==> src/rtl/simon_pkg.sv <==
//------------------------------------------------------------------------------
// Module  : simon_pkg
// Brief   : Shared types and constants for the Simon game controller.
// Rev     : 1.0  initial release
//------------------------------------------------------------------------------
`default_nettype none

package simon_pkg;

    typedef logic [2:0] state_t;

    localparam state_t c_st_idle  = 3'd0;
    localparam state_t c_st_gap   = 3'd1;
    localparam state_t c_st_flash = 3'd2;
    localparam state_t c_st_input = 3'd3;
    localparam state_t c_st_msg   = 3'd4;

    // x^8+x^6+x^5+x^4+1, taps on q[7], q[5], q[4], q[3]
    localparam logic [7:0] c_lfsr_taps = 8'hB8;

    localparam logic [1:0] c_led_none  = 2'b00;
    localparam logic [1:0] c_led_left  = 2'b10;
    localparam logic [1:0] c_led_right = 2'b01;

    localparam logic c_result_win  = 1'b1;
    localparam logic c_result_lose = 1'b0;

    function automatic logic [7:0] lfsr_next(input logic [7:0] q);
        return {q[6:0], ^(q & c_lfsr_taps)};
    endfunction

endpackage

`default_nettype wire

==> src/rtl/simon_lfsr.sv <==
//------------------------------------------------------------------------------
// Module  : simon_lfsr
// Brief   : Free-running 8-bit Fibonacci LFSR, steps every clock.
// Rev     : 1.0  initial release
//------------------------------------------------------------------------------
`default_nettype none

module simon_lfsr
    import simon_pkg::*;
#(
    parameter logic [7:0] LFSR_SEED = 8'hA5
) (
    input  logic       clock,
    input  logic       reset_n,
    output logic [7:0] q
);

    logic [7:0] lfsr_d;
    logic [7:0] lfsr_q;

    // A non-zero seed keeps the sequence off the all-zero lock-up state.
    always_comb lfsr_d = lfsr_next(lfsr_q);

    always_ff @(posedge clock or negedge reset_n) begin
        if (!reset_n) lfsr_q <= LFSR_SEED;
        else          lfsr_q <= lfsr_d;
    end

    assign q = lfsr_q;

endmodule

`default_nettype wire

==> src/rtl/simon_game_ctrl.sv <==
//------------------------------------------------------------------------------
// Module  : simon_game_ctrl
// Brief   : Simon memory-game sequencer; optional input-idle timeout enabled
//           by defining SIMON_TIMEOUT_EN.
// Rev     : 1.0  initial release
//------------------------------------------------------------------------------
`default_nettype none

module simon_game_ctrl
    import simon_pkg::*;
#(
    parameter int         MAX_BITS    = 8,
    parameter int         TIMEOUT_CYC = 500000000,
    parameter logic [7:0] LFSR_SEED   = 8'hA5
) (
    input  logic       clock,
    input  logic       reset_n,
    input  logic       start,
    input  logic       btn_left,
    input  logic       btn_right,
    input  logic       flash_done,
    input  logic       msg_done,
    output logic       flash_enable,
    output logic [2:0] bit_count,
    output logic [7:0] bit_gen,
    output logic       msg_start,
    output logic       win,
    output logic [1:0] input_led
);

    localparam logic [2:0] c_last_bit = 3'(MAX_BITS - 1);

    state_t     state_d, state_q;
    logic [2:0] bit_count_d, bit_count_q;
    logic [7:0] bit_gen_d, bit_gen_q;
    logic       win_d, win_q;
    logic [2:0] idx_d, idx_q;
    logic [1:0] input_led_d, input_led_q;

    logic [7:0] w_lfsr;
    logic       w_press;
    logic       w_match;
    logic       w_timeout;

    simon_lfsr #(.LFSR_SEED(LFSR_SEED)) u_lfsr (
        .clock   (clock),
        .reset_n (reset_n),
        .q       (w_lfsr)
    );

    assign w_press = btn_left | btn_right;
    // Both buttons at once never counts as a valid entry.
    assign w_match = (btn_left ^ btn_right) && (btn_right == bit_gen_q[idx_q]);

`ifdef SIMON_TIMEOUT_EN
    localparam int c_cnt_w = $clog2(TIMEOUT_CYC + 1);

    logic [c_cnt_w-1:0] tmo_cnt_d, tmo_cnt_q;

    assign w_timeout = (tmo_cnt_q == c_cnt_w'(TIMEOUT_CYC - 1));

    always_comb begin
        tmo_cnt_d = '0;
        if (state_q == c_st_input && !w_press && !w_timeout)
            tmo_cnt_d = tmo_cnt_q + c_cnt_w'(1);
    end

    always_ff @(posedge clock or negedge reset_n) begin
        if (!reset_n) tmo_cnt_q <= '0;
        else          tmo_cnt_q <= tmo_cnt_d;
    end
`else
    assign w_timeout = 1'b0;
`endif

    always_comb begin
        state_d     = state_q;
        bit_count_d = bit_count_q;
        bit_gen_d   = bit_gen_q;
        win_d       = win_q;
        idx_d       = idx_q;
        input_led_d = c_led_none;
        case (state_q)
            c_st_idle: begin
                if (start) begin
                    bit_gen_d   = w_lfsr;
                    bit_count_d = 3'd0;
                    win_d       = c_result_lose;
                    state_d     = c_st_gap;
                end
            end
            // One cycle with flash_enable low lets the flash block rewind.
            c_st_gap:   state_d = c_st_flash;
            c_st_flash: begin
                if (flash_done) begin
                    idx_d   = 3'd0;
                    state_d = c_st_input;
                end
            end
            c_st_input: begin
                if (w_press) begin
                    if (btn_left && !btn_right)      input_led_d = c_led_left;
                    else if (btn_right && !btn_left) input_led_d = c_led_right;
                    if (!w_match) begin
                        win_d   = c_result_lose;
                        state_d = c_st_msg;
                    end else if (idx_q < bit_count_q) begin
                        idx_d = idx_q + 3'd1;
                    end else if (bit_count_q != c_last_bit) begin
                        bit_count_d = bit_count_q + 3'd1;
                        state_d     = c_st_gap;
                    end else begin
                        win_d   = c_result_win;
                        state_d = c_st_msg;
                    end
                end else if (w_timeout) begin
                    win_d   = c_result_lose;
                    state_d = c_st_msg;
                end
            end
            c_st_msg: begin
                if (msg_done) state_d = c_st_idle;
            end
            default: state_d = c_st_idle;
        endcase
    end

    always_ff @(posedge clock or negedge reset_n) begin
        if (!reset_n) begin
            state_q     <= c_st_idle;
            bit_count_q <= 3'd0;
            bit_gen_q   <= 8'd0;
            win_q       <= 1'b0;
            idx_q       <= 3'd0;
            input_led_q <= c_led_none;
        end else begin
            state_q     <= state_d;
            bit_count_q <= bit_count_d;
            bit_gen_q   <= bit_gen_d;
            win_q       <= win_d;
            idx_q       <= idx_d;
            input_led_q <= input_led_d;
        end
    end

    assign flash_enable = (state_q == c_st_flash);
    assign msg_start    = (state_q == c_st_msg);
    assign bit_count    = bit_count_q;
    assign bit_gen      = bit_gen_q;
    assign win          = win_q;
    assign input_led    = input_led_q;

endmodule

`default_nettype wire

==> config.mk <==
export PLATFORM = sky130hd
export DESIGN_NAME = simon_game_ctrl
export DESIGN_NICKNAME = d
export VERILOG_FILES = /design/src/rtl/simon_pkg.sv /design/src/rtl/simon_lfsr.sv /design/src/rtl/simon_game_ctrl.sv
export SDC_FILE = /design/constraint.sdc
export NUM_CORES = 1
export LEC_CHECK = 0
export CORE_ASPECT_RATIO = 2
export CORE_MARGIN = 4
export CORE_UTILIZATION = 52
export DETAILED_ROUTE_END_ITERATION = 16
export HOLD_SLACK_MARGIN = 0.03
export MAX_ROUTING_LAYER = met4
export PLACE_DENSITY = 0.74
export SLEW_MARGIN = 15
export SYNTH_ARGS = -nofsm -noshare
export SYNTH_HDL_FRONTEND = slang
export SYNTH_SLANG_ARGS = --single-unit
==> constraint.sdc <==
create_clock -name clock -period 2.4 [get_ports clock]
set_input_delay 0.48 -clock clock [delete_from_list [all_inputs] [get_ports clock]]
set_output_delay 0.48 -clock clock [all_outputs]
set_load 0.05 [all_outputs]
==> summary.md, run 1 <==
| Metric | Value |
|---|---|
| Status | finished clean |
| Post-Syn Nets | 131 |
| Worst Tran Pin Value | 0.509 ns |
| Synth Register Bits | 28 |
| P&R area growth vs syn | 21.1% |
| Worst EP required | between 1.5 and 2 ns |
| Fraction of registers with async set/reset | 1.00 |
| EDFF count, synth | 0 |
| Post_cts resized | 0 |
| Worst hold start | u_lfsr.q[6] |
| Dominant cell type by area after synthesis | dfrtp_1 |
| TritonRoute pass-1 iters | 4 |
| Top delay family on crit path | buffers and inverters |
| Setup_tns | 0 ns |
| Final instance count without filler cells | 169 |
| Core area | 2570 sq um |
| R2R Path End | bit_count[0] |
| Clk Latency, worst-skew pair | 0.27 ns |
| Cell Rows | 26 |
| IO Port Bufs | 22 |
| First-pass GRT wire length | 4690 um |
| Largest net degree at the start of global routing | 29 |
| Setup Fix Bufs, Post-CTS | 0 |
| Cell Chain, Critical Path | nand2b_1, nor2_1, clkdlybuf4s50_1 |
| Largest cells by area after synthesis | dfrtp_1, dfstp_2, ha_1, mux2_2, mux2i_1 |
| Layout net count | about 160 |
| RSZ-0062 raised after global routing | false |
| Clk root buf | clkbuf_8 |
| Slowest cell delay on critical path | 0.80 ns |
| Grt total ovfl | 0 |
| Gate count after technology mapping | 116 |
| Num CTS Buffers | 3 |
| Tmin final | approximately 2.3 ns |
| CP endpoint kind | output port |
| Leakage | 0.000779 uW |
| Layout cell share with drive strength beyond 1 | 0.191 |
| Syn_area_per_cell | 12.0 sq um |
| Final hold violations | 0 |
| Final antenna-violating net count | 0 |
| CP Launch Type | flip-flop |
| Top cell type's share of synthesized area | 0.430 |
| Number of vias per cell | 5.72 |
| Worst path slowest cell | clkdlybuf4s50_1 |
| Worst VDD drop | around 0.50 mV |
| Clk slew on worst S/H paths | about 0.090 ns |
| Initial antenna violation count | 0 |
| Clock Skew | a little under 0.004 ns |
| Yosys cell types | 38 |
| Final Setup Violations | 0 |
| Worst hold path cell count | 0 |
| DR iter-0 viols | 18 |
| Ant diodes | 0 |
| Worst r2r path cells | 5 |
| Drc violations | 0 |
| CTS tree | built |
| # clock sinks | 28 |
| Die Width | about 45 um |
| R2r setup slk | 0.36 ns |
| Critical R2R Launch | idx_q[0] |
| Fmax | around 430 MHz |
| Die Area | 3630 sq um |
| DP Cell Count | 166 |
| CTS H-tree lvls | 1 |
| Io pins | 23 |
| MaxCap Viol Count | 0 |
| Ys Warns | 0 |
| PD cells | just over 800 nW/um^2 |
| Vias in the first global route | 1036 |
| Avg WL per Cell | 16.5 um |
| WP buf/inv | 1 |
| Relative slew slack | 0.660 |
| WL final | between 2000 and 3000 um |
| Hold endpoint | u_lfsr.q[7] |
| Worst path depth | 3 |
| Routed vias | about 970 |
| Die Span Y | 81.3 um |
| Crit Path Class | flip-flop to output port |
| Largest fanout on the critical path | 8 |
| Worst hold path type | flip-flop to flip-flop |
| Post-Syn Area | approximately 1400 sq um |
| All-Layer GR Usage | 0.179 |
| Final slew viol count | 0 |
| Initial Utilization | 0.543 |
| Worst path arrival time | ~1.8 ns |
| Gpl congestion | 0.884 |
| Hpwl dp | 2170 um |
| Sequential area share after synthesis | 0.505 |
| Clk buf depth | 2 |
| Period utilisation layout | 0.962 |
| Fillcell total | 213 |
| Cts hold-fix bufs | 0 |
| Synth Flop Type | dfrtp_1 |
## report_power, final
group          switching, uW  leakage, uW  internal (uW)  total (uW)
sequential              84.8     0.000371            517         602
clock                    134    0.0000216            112         246
combinational            295     0.000387            219         514
total                    513     0.000779            849        1360
## layout by cell type, fill, tap and decap left out, types with 4 or more instances in the layout
master and instances:
mux2i_1 6, clkdlybuf4s50_1 21, dfrtp_1 24, buf_4 4, nor2_1 6, dfstp_2 4
nand2_1 8, inv_1 9, mux2_2 8, ha_1 8
## routing by layer
| metal | global-route usage | up-vias | wire (um) |
|---|---|---|---|
| met3 | 0.0222 | 4 | 108 |
| met4 | 0.0604 | 0 | 36 |
| li1 | - | 458 | - |
| met5 | - | - | 0 |
| met1 | 0.187 | 481 | 1010 |
| met2 | 0.330 | 24 | 1630 |
## metrics by stage
step	hold slack [ns]	util	total power [uW]	worst slack [ns]	cell area, sq um
after floorplan	0.184	-	986	0.261	1400
after global placement	0.355	0.642	1110	0.211	1650
after detailed placement	0.358	0.642	1120	0.139	1650
after CTS	0.380	0.658	1370	0.0850	1690
after global routing	0.389	0.658	1450	0.00177	1690
final	0.378	0.658	1360	0.0920	1690
## layout make-up
type / count / area [sq um] / area share
tap: 28 / 35.0 / 0.0207
clock buffer: 3 / 41.3 / 0.0244
timing repair buffer: 25 / 240 / 0.142
multi-input combinational: 76 / 634 / 0.375
inverter: 9 / 33.8 / 0.0200
sequential: 28 / 706 / 0.417
## worst max path at each step
| stage | start | to | slack [ns] |
|---|---|---|---|
| floorplan | bit_count[2] | bit_count[0] | 0.26 |
| global placement | btn_right | bit_count[0] | 0.21 |
| detailed placement | btn_right | idx_q[1] | 0.14 |
| CTS | state_q[2] | flash_enable | 0.09 |
| global route | state_q[2] | flash_enable | 0.002 |
| finish | state_q[2] | flash_enable | 0.09 |
## cell families (layout without fill, tap and decap cells)
group / after synthesis / in the layout / share of synthesized area
simple gates: 29 / 29 / 0.114
flops: 28 / 28 / 0.505
compound gates: 19 / 19 / 0.0995
mux: 17 / 17 / 0.151
buf+inv: 12 / 37 / 0.0403
fa+ha+maj: 8 / 8 / 0.0717
xor+xnor: 3 / 3 / 0.0188
## state kept, by name, summed over array words and instances, names as in the netlist
| register | cells |
|---|---|
| bit_gen | 8 |
| u_lfsr.q | 8 |
| bit_count | 3 |
| idx_q | 3 |
| state_q | 3 |
| input_led | 2 |
| win | 1 |
## worst register-to-register path: cells and delay by family, from the launching register on
family | cells | cell delay [ns]
muxes | 4 | 1.20
and+or+nand+nor | 1 | 0.20
DFF | 1 | 0.54
## synthesized netlist by cell type (2+ instances only)
cell	count
mux2i_1	6
a21oi_1	3
ha_1	8
xnor2_1	2
nand2b_1	3
o21a_1	2
dfstp_2	4
nor3_1	2
and2_1	3
nand2_1	8
nand3_1	2
dfrtp_1	24
a22o_1	3
inv_1	9
nor2_1	6
mux2_2	8
o22ai_1	2
No activity file was read; power rests on OpenSTA's default activity.
==> inputs of run 2 (changes only) <==
- TNS_END_PERCENT: not set -> 1
==> results of run 2 <==
Final layout, timing and power as in run 1 (identical DEF).
==> inputs of run 3 (changes only) <==
- GPL_TIMING_DRIVEN: not set -> 0
- PLACE_DENSITY: 0.74 -> 0.75
- SLEW_MARGIN: 15 -> 25
==> summary.md, run 3 (synthesis results as in run 1) <==
| Metric | Value |
|---|---|
| CTS H-tree lvls | 1 |
| # clock sinks | 28 |
| Grt total ovfl | 0 |
| Most common cell after layout, fill and taps aside | dfrtp_1 |
| PnR Total Power | 1500 uW |
| Drc violations | 0 |
| Initial antenna violation count | 0 |
| Worst Tran Pin Value | 0.687 ns |
| Clk slew on worst S/H paths | 0.09 ns |
| Final hold violations | 0 |
| Worst EP required | 1.92 ns |
| Core area | 2570 sq um |
| Place WS | between 0.1 and 0.15 ns |
| Io pins | 23 |
| Die Width | 44.6 um |
| Die Area | 3630 sq um |
| Clk Latency, worst-skew pair | between 0.2 and 0.3 ns |
| Worst hold path type | input pin to async pin |
| Num CTS Buffers | 3 |
| Layout net count | 158 |
| Ant diodes | 0 |
| Number of vias per cell | between 5 and 6 |
| First-pass GRT wire length | between 5000 and 6000 um |
| Largest fanout on the critical path | 9 |
| TritonRoute pass-1 iters | 4 |
| Fmax | approximately 450 MHz |
| Final antenna-violating net count | 0 |
| Worst path arrival time | 1.72 ns |
| Gpl congestion | 0.864 |
| WL final | 2830 um |
| Final slew viol count | 0 |
| Die Span Y | around 81 um |
| Worst VDD drop | 0.671 mV |
| PD cells | around 870 nW/um^2 |
| All-Layer GR Usage | 0.195 |
| MaxCap Viol Count | 0 |
| CTS tree | built |
| Crit Path Class | flip-flop to output port |
| Clk buf depth | 2 |
| IO Port Bufs | 22 |
| Vias in the first global route | about 1100 |
| RSZ-0062 raised after global routing | false |
| CP endpoint kind | output port |
| Hpwl dp | ~2100 um |
| Largest net degree at the start of global routing | 29 |
| Leakage | approximately 0.0008 uW |
| CP Launch Type | flip-flop |
| Clk root buf | clkbuf_8 |
| Tmin final | approximately 2.2 ns |
| Layout cell share with drive strength beyond 1 | 0.190 |
| Relative slew slack | 0.540 |
| Cell Rows | 26 |
| Avg WL per Cell | 16.7 um |
| DR iter-0 viols | 23 |
| Final Setup Violations | 0 |
| Clock Skew | roughly 0.008 ns |
| Setup_tns | 0 ns |
| Period utilisation layout | 0.916 |
| Most frequent cells in the layout | dfrtp_1, clkdlybuf4s50_1, inv_1 |
| Final WS setup | ~0.20 ns |
| Status | finished clean |
| Routed vias | about 980 |
| Initial Utilization | 0.543 |
| P&R area growth vs syn | 23.7% |
[run 3: path summary, 6_finish.rpt]
path	slack, ns	cells after the start	from	to
worst max register to register	0.39	6	idx_q[0]	bit_count[0]
worst min register to register	0.38	0	u_lfsr.q[6]	u_lfsr.q[7]
worst min-delay path	0.20	1	reset_n	input_led[1]
min in group clock	0.38	0	u_lfsr.q[6]	u_lfsr.q[7]
max in group asynchronous	1.80	1	reset_n	idx_q[1]
worst max-delay path	0.20	4	state_q[0]	msg_start
[run 3: metrics by stage]
step	utilization	std cells	cell area [sq um]	hold slack [ns]
after global placement	0.643	166	1650	0.354
after floorplan	-	116	1400	0.184
after global routing	0.672	170	1730	0.232
after CTS	0.671	170	1730	0.221
final	0.672	170	1730	0.197
after detailed placement	0.644	166	1660	0.359
[run 3: power by group]
group          internal, uW  switching [uW]
combinational           229             348
clock                   223             139
sequential              517            46.5
[run 3: layer usage]
layer | vias up | part of all wire | track usage | wire length [um]
li1 | 464 | - | - | -
met1 | 474 | 0.36 | 0.195 | 1010
met2 | 29 | 0.58 | 0.352 | 1630
met3 | 10 | 0.032 | 0.0288 | 90
met4 | 0 | 0.034 | 0.0937 | 95
met5 | - | 0 | - | 0
[run 3: critical path, stage by stage (launching register included)]
cell and delay (ns):
dfrtp_1 0.37, clkbuf_1 0.21, nor2_1 0.18, and2_1 0.16
dlygate4sd2_1 0.53
[run 3: final cells by class]
type | instances | area (sq um)
inverters | 9 | 33.8
repair buffers | 22 | 216
well taps | 28 | 35.0
fillers | 204 | 842
clock inverters | 1 | 30.0
multi-input cells | 76 | 643
plain buffers | 3 | 22.5
flip-flops and latches | 28 | 706
clock buffers | 3 | 41.3
[run 3: repair_timing]
action,CTS,global route
gates resized for setup,1,1
endpoints found under the setup margin,1,1
hold buffers,0,0
setup buffers,0,0
pin swaps,0,0
